## src/rtl/iob_fifo_ptr.sv

```systemverilog
// Wrapping ADDR_W-bit FIFO pointer with enable and synchronous active-low reset.
module iob_fifo_ptr #(
  parameter int unsigned ADDR_W = 4
) (
  input  logic              clk,
  input  logic              rst_n,
  input  logic              en,
  output logic [ADDR_W-1:0] ptr
);

  logic [ADDR_W-1:0] ptr_q, ptr_d;

  // Natural overflow of the ADDR_W-bit add gives the wrap from DEPTH-1 to 0.
  always_comb begin
    ptr_d = ptr_q;
    if (en) ptr_d = ptr_q + ADDR_W'(1);
  end

  always_ff @(posedge clk) begin
    if (!rst_n) ptr_q <= '0;
    else        ptr_q <= ptr_d;
  end

  assign ptr = ptr_q;

endmodule

```

## src/rtl/iob_sync_fifo_ctrl.sv

```systemverilog
// Same-clock FIFO controller driving an external two-port RAM with registered read.
module iob_sync_fifo_ctrl #(
  parameter int unsigned DATA_W = 8,
  parameter int unsigned ADDR_W = 4
) (
  input  logic              clk,
  input  logic              rst_n,
  input  logic              w_en,
  input  logic [DATA_W-1:0] w_data,
  output logic              w_full,
  input  logic              r_en,
  output logic [DATA_W-1:0] r_data,
  output logic              r_valid,
  output logic              r_empty,
  output logic [ADDR_W:0]   level,
  output logic              ext_mem_w_en,
  output logic [ADDR_W-1:0] ext_mem_w_addr,
  output logic [DATA_W-1:0] ext_mem_w_data,
  output logic              ext_mem_r_en,
  output logic [ADDR_W-1:0] ext_mem_r_addr,
  input  logic [DATA_W-1:0] ext_mem_r_data
);

  localparam int unsigned    DEPTH      = 2**ADDR_W;
  localparam logic [ADDR_W:0] FULL_LEVEL = (ADDR_W+1)'(DEPTH);

  logic [ADDR_W:0]   level_q, level_d;
  logic              r_valid_q;
  logic              push, pop;
  logic [ADDR_W-1:0] wr_ptr, rd_ptr;

  // Flags decode the current level, so push-on-full and pop-on-empty drop out here.
  assign w_full  = (level_q == FULL_LEVEL);
  assign r_empty = (level_q == '0);
  assign push    = w_en & ~w_full & rst_n;
  assign pop     = r_en & ~r_empty & rst_n;

  iob_fifo_ptr #(
    .ADDR_W(ADDR_W)
  ) u_wr_ptr (
    .clk  (clk),
    .rst_n(rst_n),
    .en   (push),
    .ptr  (wr_ptr)
  );

  iob_fifo_ptr #(
    .ADDR_W(ADDR_W)
  ) u_rd_ptr (
    .clk  (clk),
    .rst_n(rst_n),
    .en   (pop),
    .ptr  (rd_ptr)
  );

  always_comb begin
    level_d = level_q;
    unique case ({push, pop})
      2'b10:   level_d = level_q + (ADDR_W+1)'(1);
      2'b01:   level_d = level_q - (ADDR_W+1)'(1);
      default: level_d = level_q;
    endcase
  end

  always_ff @(posedge clk) begin
    if (!rst_n) begin
      level_q   <= '0;
      r_valid_q <= 1'b0;
    end else begin
      level_q   <= level_d;
      r_valid_q <= pop;
    end
  end

  assign level          = level_q;
  assign r_valid        = r_valid_q;
  assign r_data         = ext_mem_r_data;
  assign ext_mem_w_en   = push;
  assign ext_mem_w_addr = wr_ptr;
  assign ext_mem_w_data = w_data;
  assign ext_mem_r_en   = pop;
  assign ext_mem_r_addr = rd_ptr;

endmodule

```

## config.mk

```make
export PLATFORM = sky130hd
export DESIGN_NAME = iob_sync_fifo_ctrl
export DESIGN_NICKNAME = d
export VERILOG_FILES = /design/src/rtl/iob_fifo_ptr.sv /design/src/rtl/iob_sync_fifo_ctrl.sv
export SDC_FILE = /design/constraint.sdc
export NUM_CORES = 1
export LEC_CHECK = 0
export BUFFER_PORTS_ARGS = -buffer_cell sky130_fd_sc_hd__buf_2
export CORE_MARGIN = 2
export CORE_UTILIZATION = 40
export CTS_CLUSTER_DIAMETER = 100
export DETAILED_ROUTE_END_ITERATION = 10
export HOLD_SLACK_MARGIN = 0.1
export PLACE_DENSITY = 0.87
export SLEW_MARGIN = 10
export SYNTH_ARGS = -nofsm -noshare
export SYNTH_HDL_FRONTEND = slang
export SYNTH_SLANG_ARGS = --single-unit
```

## constraint.sdc

```tcl
create_clock -name clk -period 2.85 [get_ports clk]
set_input_delay 0.57 -clock clk [delete_from_list [all_inputs] [get_ports clk]]
set_output_delay 0.57 -clock clk [all_outputs]
set_load 0.01 [all_outputs]
```

Yosys cells after proc, flatten, opt, wreduce, memory -nomap -nowiden
Cells that the tools add are included.

Flip-flop bits (word level): 14. Output and inout port bits: 34. Bits of input ports: 20.

Bitwise operators: 6. Multiplexer cells: 1. Reductions and logical operators: 2. Eq/ne operators: 3. $add $sub $neg: 4.

Operator list (number): $pmux 5 s2 (1); $add 4x1->4 const B (2); $add 5x1->5 const B (1); $eq 5x5->1 const B (1); $logic_not 5->1 (1); $sub 5x1->5 const B (1); $and 1x1->1 (4); $eq 2x1->1 const B (1); $eq 2x2->1 const B (1); $not 1->1 (2); $reduce_bool 2->1 (1).

Logic depth before layout (Yosys ltp)
Gate-level depths: netlist (run 1).

Word-level depth: 6. Depth in mapped cells: 10. Depth with buffers taken out: 9.

Hierarchy
From an unflattened synthesis (run 1), not the netlist that was laid out.

Cells, all modules: 98. Area, all modules: 873.3 µm².

Modules (own cells, without submodules): iob_sync_fifo_ctrl (cells an instance 66, area an instance 520.5 µm², instances 1); iob_fifo_ptr (cells an instance 16, area an instance 176.4 µm², instances 2).

Worst setup path after synthesis (run 1)
Ideal clock, no wire load.

Path type: in2reg. Start: input rst_n. End: register level_q[4], in the netlist level[4]. Path buffers: 2. Data arrival time: 2.404 ns. Cell stages on the path: 10. Setup time: 0.121 ns. Setup slack: 0.325 ns. Data required time: 2.729 ns. Cells stage by stage: clkbuf_1 inv_1 clkbuf_1 nor2_1 ha_1 ha_1 a21oi_1 and4b_1 a21oi_1 mux2i_1.

Word-level cells in the longest chain between the ends: 3. Elaborated cells on any way between the ends: 6. Classes of those cells: eq/ne: 2; mux: 1; bitwise: 2; reduce/logical: 1.

Ends and longest elaborated chain: start, declared (line iob_sync_fifo_ctrl.sv:7) `input logic rst_n,`; $and 1x1->1 (*) (line iob_sync_fifo_ctrl.sv:36) `assign pop = r_en & ~r_empty & rst_n;`; via ext_mem_r_en (line iob_sync_fifo_ctrl.sv:19) `output logic ext_mem_r_en,`; $eq 2x1->1 or $eq 2x2->1 (tied branches) (line iob_sync_fifo_ctrl.sv:58) `unique case ({push, pop})`; $pmux 5 s2 or $reduce_bool 2->1 (tied branches); end signal, assigned (line iob_sync_fifo_ctrl.sv:70) `level_q <= level_d;`; end, declared (line iob_sync_fifo_ctrl.sv:27) `logic [ADDR_W:0] level_q, level_d;`.

Mark *: on every way through the listed nets, which the timed path passes. The rest lies on a longest branch. A chain may end at the register's enable or synchronous reset.

Final worst setup path (run 1)
Start: register level_q[1], in the netlist level[1]. End: register level_q[4], in the netlist level[4].

Word-level cells in the longest chain between the ends: 6. Elaborated cells on any way between the ends: 14. Classes of those cells: add/sub: 2; eq/ne: 3; mux: 1; bitwise: 6; reduce/logical: 2.

Ends and longest elaborated chain (line): $eq 5x5->1 or $logic_not 5->1 (tied branches) (iob_sync_fifo_ctrl.sv:33, iob_sync_fifo_ctrl.sv:34); $not 1->1 (on tied branches) (iob_sync_fifo_ctrl.sv:35, iob_sync_fifo_ctrl.sv:36); $and 1x1->1 (on tied branches) (2 in series) (iob_sync_fifo_ctrl.sv:35, iob_sync_fifo_ctrl.sv:36); $eq 2x1->1 or $eq 2x2->1 (tied branches) (iob_sync_fifo_ctrl.sv:58); $pmux 5 s2 or $reduce_bool 2->1 (tied branches).

Parallel ways exist; a longest one is shown, timed or not.

==> results of run 1 <==
Yosys cell counts (2+ instances only):
library cell  number  area share
buf_4             16        0.14
dfxtp_1           14        0.33
nor2_1            13       0.057
ha_1               6       0.087
a21oi_1            5       0.029
mux2i_1            5       0.058
nand2_1            4       0.017
nand3_1            4       0.023
clkbuf_1           3       0.013
xor2_1             3       0.030
inv_1              2      0.0087
nand2b_1           2       0.015
o21a_1             2       0.017
xnor2_1            2       0.020
sequential cells by signal, summed over array words and instances (netlist names):
signal	cells
u_wr_ptr.ptr	4
u_rd_ptr.ptr	4
r_valid	1
level	5
metrics by stage:
stage / cells / area, um^2
after floorplan: 96 / 862
after global placement: 127 / 885
after detailed placement: 127 / 885
after CTS: 131 / 921
after global routing: 131 / 921
final: 131 / 921
kinds of logic after synthesis:
logic type	Yosys count
simple gates	32
buf+inv	21
flops	14
compound gates	12
fa+ha+maj	7
xor+xnor	5
mux	5
critical path, delay by kind of cell (launching register included):
kind / cells / cell delay, ns
mux: 1 / 0.18
simple gates: 4 / 0.98
compound gates: 2 / 0.37
flops: 1 / 0.38
fa+ha+maj: 2 / 0.63
layout make-up:
class,instances,area share
Tap cell,27,0.0367
Timing Repair Buffer,23,0.130
Clock buffer,4,0.0394
Inverter,2,0.00815
Sequential cell,14,0.304
Multi-Input combinational cell,61,0.481
report_power, final:
part | total [mW] | switching (mW) | internal, mW
Combinational | 0.137 | 0.0737 | 0.0638
Sequential | 0.232 | 0.0202 | 0.212
Clock | 0.140 | 0.0625 | 0.0776
metal layers:
| metal | vias up | GRT usage |
|---|---|---|
| met5 | - | 0 |
| li1 | 327 | - |
| met3 | 2 | 0.0714 |
| met1 | 314 | 0.152 |
| met2 | 27 | 0.252 |
| met4 | 0 | 0.0766 |
final timing paths:
check / start / endpoint / slack, ns / cells after the start
worst max-delay path: level[1] / level[4] / 0.23 / 9
worst min-delay path: u_wr_ptr.ptr[3] / u_wr_ptr.ptr[3] / 0.50 / 2
worst max register to register: level[1] / level[4] / 0.23 / 9
worst min register to register: u_wr_ptr.ptr[3] / u_wr_ptr.ptr[3] / 0.50 / 2
==> out/metrics.cfg, run 1 <==
[synthesis]
synth-edff-count=0
yosys-mux-area-fraction=0.0581
synth_top_flop_cell=dfxtp_1
ys_seq_elements=14
yosys.area_share.adder=0.110
synth_compound_area_frac=0.103
yosys.area_share.xor_xnor=0.0508
synthArstFlopShare=0
yosys.cell_types.count=29
synth_area_um2=862
dominant_combinational_cell_family_by_area_after_synthesis=simple AND/OR/NAND/NOR gates
simple_gate_fraction_of_synth_area=0.192
avgSynthCellArea_um2=8.98
synth.yosys.warnings=0
synth_nets=123
postSynthCellCount=96
ys_seq_area_frac=0.325

[clock_network]
cts_htree_levels=1
clockRootBuffer=clkbuf_4
clock_insertion_delay_worst_skew_ns=0.27
max-clock-path-buffers=2
path_clk_slew_ns=0.08
cts_buffers=3
clkSinkCount=14
cts_tree=yes
hold_bufs_at_cts=0
cts_post_setup_buffers_inserted=0
post_cts_resized=0

[worst_hold_path]
min-delay-path-class=register to register

[sta]
worst_hold_slack_ns=0.504
max_slew_margin_vs_limit=0.788
final.setup.tns_ns=0
finClkSkew_ns=0.00132
timing.final.hold_violations=0
setup_slack_ns=0.228
fmax_ghz=0.381
fin_crit_ns=2.62
rsz0062_at_grt=false
period_share=0.920
worstMarginPinSlew_ns=0.318
final_max_slew_viol_count=0
setup_viol=0

[finish]
layout_commonest_cell=buf_2
post_route_cells_drive_above_1_share=0.279
num-nets-final=132
multiInputGateArea_um2=443
mostFrequentLayoutCells=buf_2 (21), dfxtp_1 (14), nor2_1 (13)
fillers=209
layout.core_utilization=0.460
diodes=0
areaGrowthSynthToFinish_pct=6.82
area.sequential_um2=280

[critical_path]
critical-path-slowest-cell=or4_4
path_common_cell=ha_1
crit_path_max_fanout=6
crit_chain=or4_4, o21ai_4, nor2_1, ha_1, ha_1, nand3_1, and4b_1, a21oi_1, mux2i_1
crit_arrival_ns=2.83
worst_path_required_time_ns=3.06
crit_path_end_kind=register
worst_path_largest_cell_delay_ns=0.58
critPathKind=register to register
crit_start_category=register

[route]
post_drt_via_cell_ratio=5.11
met1Wirelength_um=631
wl_per_cell_um=12.3
detailroute.wirelength.met2_um=818
met3RoutedLength_um=136
drt_pre_antenna_iters=4
vias=670
drt_iter0_drc=4
drcViolationCount=0
drtAntennaViolNets=0
wirelength_um=1610
top_layer=met4

[floorplan]
floorplan.initialDensity=0.431
die_area_um2=2540
fp-row-count=16
fp.dieW_um=50.4
coreArea_um2=2000
ios=54
chipHeight_um=50.4

[power_and_ir_drop]
power_per_cell_area_nw_per_um2=553
cellLeakagePower_nw=0.492
post-layout-total-power_mw=0.510
ir_worst_vdd_mv=0.246

[place]
hpwlAfterDp_um=1280
gpl.final_weighted_congestion=0.822
port_buffers=21
pre_cts_slack_ns=0.258

[grt]
grt_overflow_total=0
track_usage=0.149
grt_start_max_net_pins=12
grt_antenna_before_repair=0
grt_pass1_wl_um=2840
first_global_vias=681

[run]
maxCapViolCount=0

[run_status]
status=complete, no violations

(Power assumes the default switching activity.)
==> run 2: changes to the inputs <==
--- a/config.mk
+++ b/config.mk
@@ -8,6 +8,7 @@
 export BUFFER_PORTS_ARGS = -buffer_cell sky130_fd_sc_hd__buf_2
 export CORE_MARGIN = 2
 export CORE_UTILIZATION = 40
+export CTS_BUF_LIST = sky130_fd_sc_hd__clkbuf_8
 export CTS_CLUSTER_DIAMETER = 100
 export DETAILED_ROUTE_END_ITERATION = 10
 export HOLD_SLACK_MARGIN = 0.1
==> out/metrics.cfg, run 2 (same netlist as run 1, synthesis figures left out) <==
[run_status]
status=complete, no violations

[power_and_ir_drop]
netSwitchingFraction=0.291  ; -0.0158
power_per_cell_area_nw_per_um2=598  ; +8.1%
seq_power_share=0.414  ; -0.041
cellLeakagePower_nw=0.499  ; +1.6%
internal_power_mw=0.398  ; +13%
power.net_switching_mw=0.164  ; +4.6%
ir_worst_vdd_mv=0.427  ; +74%
share_clk_of_total_power=0.342  ; +0.067
power.share.combinational=0.245  ; -0.025

[finish]
diodes=0  ; unchanged
layout_commonest_cell=buf_2
num-nets-final=132  ; unchanged
areaGrowthSynthToFinish_pct=9.00
post_route_cells_drive_above_1_share=0.279  ; unchanged
largest_reg_flops=5  ; unchanged
mostFrequentLayoutCells=buf_2 (21), dfxtp_1 (14), nor2_1 (13)

[sta]
fmax_ghz=0.380  ; -0.28%
timing.final.hold_violations=0  ; unchanged
period_share=0.923  ; +0.00256
worstMarginPinSlew_ns=0.316  ; -0.00226 ns
final_max_slew_viol_count=0  ; unchanged
setup_viol=0  ; unchanged
final.setup.tns_ns=0  ; unchanged
finClkSkew_ns=0.00252  ; +0.00120 ns
rsz0062_at_grt=false
fin_crit_ns=2.63  ; +0.00729 ns
worst_hold_slack_ns=0.498  ; -0.00581 ns
max_slew_margin_vs_limit=0.789  ; +0.00151

[grt]
grt_overflow_total=0  ; unchanged
grt_start_max_net_pins=12  ; unchanged
track_usage=0.154  ; +0.00501
grt_pass1_wl_um=2920  ; +2.7%
first_global_vias=695  ; +2.1%
grt_antenna_before_repair=0  ; unchanged

[floorplan]
coreArea_um2=2000  ; unchanged
ios=54  ; unchanged
fp-row-count=16  ; unchanged
floorplan.initialDensity=0.431  ; unchanged
fp.dieW_um=50.4  ; unchanged
chipHeight_um=50.4  ; unchanged
die_area_um2=2540  ; unchanged

[clock_network]
cts_buffers=3  ; unchanged
cts_tree=yes
clockRootBuffer=clkbuf_8
hold_bufs_at_cts=0  ; unchanged
cts_htree_levels=1  ; unchanged
path_clk_slew_ns=0.06  ; -0.02 ns
clkSinkCount=14  ; unchanged
cts_post_setup_buffers_inserted=0  ; unchanged
max-clock-path-buffers=2  ; unchanged
clock_insertion_delay_worst_skew_ns=0.25  ; -0.02 ns
post_cts_resized=0  ; unchanged

[critical_path]
crit_chain=or4_4, o21ai_4, nor2_1, ha_1, ha_1, nand3_1, and4b_1, a21oi_1, mux2i_1
worst_path_required_time_ns=3.03  ; -0.03 ns
critPathKind=register to register
critical-path-slowest-cell=or4_4
crit_path_max_fanout=6  ; unchanged
worst_path_largest_cell_delay_ns=0.58  ; about the same
path_common_cell=ha_1
crit_start_category=register
crit_path_end_kind=register
crit_arrival_ns=2.81  ; -0.02 ns
worst_r2r_path_depth=9  ; unchanged

[route]
drt_pre_antenna_iters=4  ; unchanged
wirelength_um=1620  ; +0.12%
drcViolationCount=0  ; unchanged
vias=670  ; unchanged
post_drt_via_cell_ratio=5.11  ; unchanged
drt_iter0_drc=4  ; unchanged
wl_per_cell_um=12.3  ; +0.12%
drtAntennaViolNets=0  ; unchanged

[place]
port_buffers=21  ; unchanged
gpl.final_weighted_congestion=0.822  ; unchanged
hpwlAfterDp_um=1280  ; unchanged

[worst_hold_path]
min-delay-path-class=register to register
cell_count_of_the_worst_hold_path=2  ; unchanged

[run]
maxCapViolCount=0  ; unchanged

[run 2: cell counts in the layout (fill, tap and decap cells not counted)]
Identical to the previous run, type by type.
[run 2: stage by stage]
| stage | worst slack (ns) | power, mW | std cells | util | cell area [um^2] |
|---|---|---|---|---|---|
| CTS | 0.235 | 0.570 | 131 | 0.469 | 940 |
| finish | 0.220 | 0.562 | 131 | 0.469 | 940 |
| detailed placement | 0.258 | 0.376 | 127 | 0.442 | 885 |
| global placement | 0.360 | 0.370 | 127 | 0.442 | 885 |
| floorplan | 0.325 | 0.354 | 96 | - | 862 |
| global route | 0.0315 | 0.601 | 131 | 0.469 | 940 |
[run 2: power by group through the flow]
| stage | sequential, mW | combinational (mW) | clock [mW] |
|---|---|---|---|
| global route | 0.236 | 0.154 | 0.210 |
| finish | 0.232 | 0.137 | 0.192 |
| CTS | 0.233 | 0.139 | 0.198 |
| detailed placement | 0.237 | 0.139 | 0 |
| floorplan | 0.242 | 0.112 | 0 |
| global placement | 0.236 | 0.134 | 0 |
[run 2: final cells by class]
class | count | area, um^2
sequential | 14 | 280
timing repair buffer | 23 | 120
clock buffer | 4 | 55.1
tap | 27 | 33.8
inverter | 2 | 7.51
multi-input combinational | 61 | 443
fill | 201 | 1060
[run 2: critical path: cells and delay by family (launching register included)]
family / cells / cell delay, ns
simple gates: 4 / 0.99
fa+ha+maj: 2 / 0.64
mux: 1 / 0.18
flops: 1 / 0.37
compound gates: 2 / 0.37
[run 2: path summary, 6_finish.rpt]
path                                       from  slack [ns]               to
worst max register to register         level[1]        0.22         level[4]
worst max-delay path                   level[1]        0.22         level[4]
worst min-delay path            u_wr_ptr.ptr[3]        0.50  u_wr_ptr.ptr[3]
worst min register to register  u_wr_ptr.ptr[3]        0.50  u_wr_ptr.ptr[3]
[run 2: routing by layer]
metal / vias up / part of all wire / track usage
met1: 320 / 0.39 / 0.153
li1: 324 / - / -
met3: 2 / 0.093 / 0.0714
met5: - / 0 / 0
met2: 24 / 0.50 / 0.261
met4: 0 / 0.017 / 0.0901
==> run 3: changes to the inputs <==
--- a/config.mk
+++ b/config.mk
@@ -13,6 +13,7 @@
 export DETAILED_ROUTE_END_ITERATION = 10
 export HOLD_SLACK_MARGIN = 0.1
 export PLACE_DENSITY = 0.87
+export REMOVE_ABC_BUFFERS = 1
 export SLEW_MARGIN = 10
 export SYNTH_ARGS = -nofsm -noshare
 export SYNTH_HDL_FRONTEND = slang
==> out/metrics.cfg, run 3 (same netlist as run 1, synthesis figures left out) <==
[run_status]
status=complete, no violations

[sta]
worstMarginPinSlew_ns=0.324  ; +0.00819 ns
max_slew_margin_vs_limit=0.784  ; -0.00547
fmax_ghz=0.380  ; -0.17%
setup_viol=0  ; unchanged
final.setup.tns_ns=0  ; unchanged
rsz0062_at_grt=false
fin_crit_ns=2.63  ; +0.00438 ns
period_share=0.924  ; +0.00154
timing.final.hold_violations=0  ; unchanged
finClkSkew_ns=0.00138  ; -0.00114 ns
final_max_slew_viol_count=0  ; unchanged
setup_slack_ns=0.216  ; -0.00438 ns

[clock_network]
cts_htree_levels=1  ; unchanged
clock_insertion_delay_worst_skew_ns=0.24  ; about the same
path_clk_slew_ns=0.06  ; about the same
cts_post_setup_buffers_inserted=0  ; unchanged
hold_bufs_at_cts=0  ; unchanged
max-clock-path-buffers=2  ; unchanged
post_cts_resized=0  ; unchanged
cts_buffers=3  ; unchanged
clockRootBuffer=clkbuf_8
clkSinkCount=14  ; unchanged
cts_tree=yes

[critical_path]
path_common_cell=ha_1
critical-path-slowest-cell=or4_4
crit_path_end_kind=register
crit_chain=or4_4, o21ai_4, nor2_1, ha_1, ha_1, nand3_1, and4b_1, a21oi_1, mux2i_1
worst_path_required_time_ns=3.02  ; about the same
worst_path_largest_cell_delay_ns=0.58  ; about the same
crit_start_category=register
critPathKind=register to register
critical-path-top-delay-family=simple AND/OR/NAND/NOR gates
path_buf_inv=0  ; unchanged
crit_arrival_ns=2.80  ; about the same
crit_path_max_fanout=6  ; unchanged

[finish]
diodes=0  ; unchanged
post_route_cells_drive_above_1_share=0.272  ; -0.00700
layoutNonFillerInstCount=130  ; -0.76%
largest_reg_flops=5  ; unchanged
mostFrequentLayoutCells=buf_2 (21), dfxtp_1 (14), nor2_1 (13)
layout_commonest_cell=buf_2
num-nets-final=132  ; unchanged
fillers=213  ; +6.0%
areaGrowthSynthToFinish_pct=7.40

[floorplan]
fp-row-count=16  ; unchanged
ios=54  ; unchanged
fp.dieW_um=50.4  ; unchanged
floorplan.initialDensity=0.431  ; unchanged
coreArea_um2=2000  ; unchanged
die_area_um2=2540  ; unchanged
chipHeight_um=50.4  ; unchanged

[power_and_ir_drop]
netSwitchingFraction=0.305  ; +0.0135
power.net_switching_mw=0.162  ; -0.94%
ir_worst_vdd_mv=0.311  ; -27%
seq_power_share=0.439  ; +0.025
internal_power_mw=0.370  ; -7.1%
cellLeakagePower_nw=0.492  ; -1.4%
power_per_cell_area_nw_per_um2=575  ; -3.9%
power.share.combinational=0.262  ; +0.017
share_clk_of_total_power=0.299  ; -0.043

[worst_hold_path]
min-delay-path-class=register to register

[route]
drtAntennaViolNets=0  ; unchanged
wirelength_um=2030  ; +26%
drcViolationCount=0  ; unchanged
drt_pre_antenna_iters=3  ; -1
vias=683  ; +1.9%
wl_per_cell_um=15.6  ; +26%
drt_iter0_drc=10  ; +6
post_drt_via_cell_ratio=5.25  ; +2.7%

[grt]
grt_start_max_net_pins=12  ; unchanged
grt_antenna_before_repair=0  ; unchanged
track_usage=0.175  ; +0.0212
first_global_vias=649  ; -6.6%
grt_pass1_wl_um=3220  ; +10%
grt_overflow_total=0  ; unchanged

[run]
maxCapViolCount=0  ; unchanged

[place]
hpwlAfterDp_um=1550  ; +21%
port_buffers=21  ; unchanged
placed_cells=127  ; unchanged
pre_cts_slack_ns=0.229  ; -0.0285 ns
gpl.final_weighted_congestion=0.890  ; +8.2%

## run 3: area by class of cell
class	count	area, um^2	area share
Timing Repair Buffer	23	120	0.130
Sequential cell	14	280	0.303
Inverter	2	7.51	0.00811
Clock buffer	3	41.3	0.0446
Multi-Input combinational cell	61	443	0.478
Tap cell	27	33.8	0.0365
## run 3: power groups by stage
stage	Combinational, mW	Sequential [mW]	Clock, mW
after floorplan	0.0866	0.242	0
after CTS	0.140	0.234	0.162
final	0.139	0.233	0.159
after global placement	0.134	0.236	0
after detailed placement	0.139	0.238	0
after global routing	0.156	0.237	0.174
## run 3: path summary, 6_finish.rpt
| kind | startpoint | end | slack, ns | cells after the start |
|---|---|---|---|---|
| worst max-delay path | level[1] | level[4] | 0.22 | 9 |
| worst min-delay path | u_wr_ptr.ptr[3] | u_wr_ptr.ptr[3] | 0.47 | 2 |
| worst max register to register | level[1] | level[4] | 0.22 | 9 |
| worst min register to register | u_wr_ptr.ptr[3] | u_wr_ptr.ptr[3] | 0.47 | 2 |
## run 3: metal layers
| metal | GRT usage | routed length, um | up-vias |
|---|---|---|---|
| met4 | 0.0541 | 20 | 0 |
| met2 | 0.263 | 913 | 31 |
| met1 | 0.207 | 893 | 324 |
| met5 | 0 | 0 | - |
| met3 | 0.107 | 200 | 2 |
| li1 | - | - | 326 |
## run 3: worst register-to-register path, cell delays in order (launching register included)
cell and delay (ns):
dfxtp_1 0.37, or4_4 0.58, o21ai_4 0.22, nor2_1 0.09, ha_1 0.28, ha_1 0.36, nand3_1 0.11, and4b_1 0.20
a21oi_1 0.15, mux2i_1 0.20
## run 3: per-stage QoR
| stage | util | hold WS, ns | instance area, um^2 | power [mW] |
|---|---|---|---|---|
| 4_1_cts | 0.463 | 0.472 | 926 | 0.536 |
| 3_5_place_dp | 0.442 | 0.463 | 885 | 0.378 |
| 2_1_floorplan | - | 0.490 | 731 | 0.329 |
| 5_1_grt | 0.463 | 0.508 | 926 | 0.567 |
| 6_report | 0.463 | 0.469 | 926 | 0.532 |
| 3_3_place_gp | 0.442 | 0.458 | 885 | 0.370 |
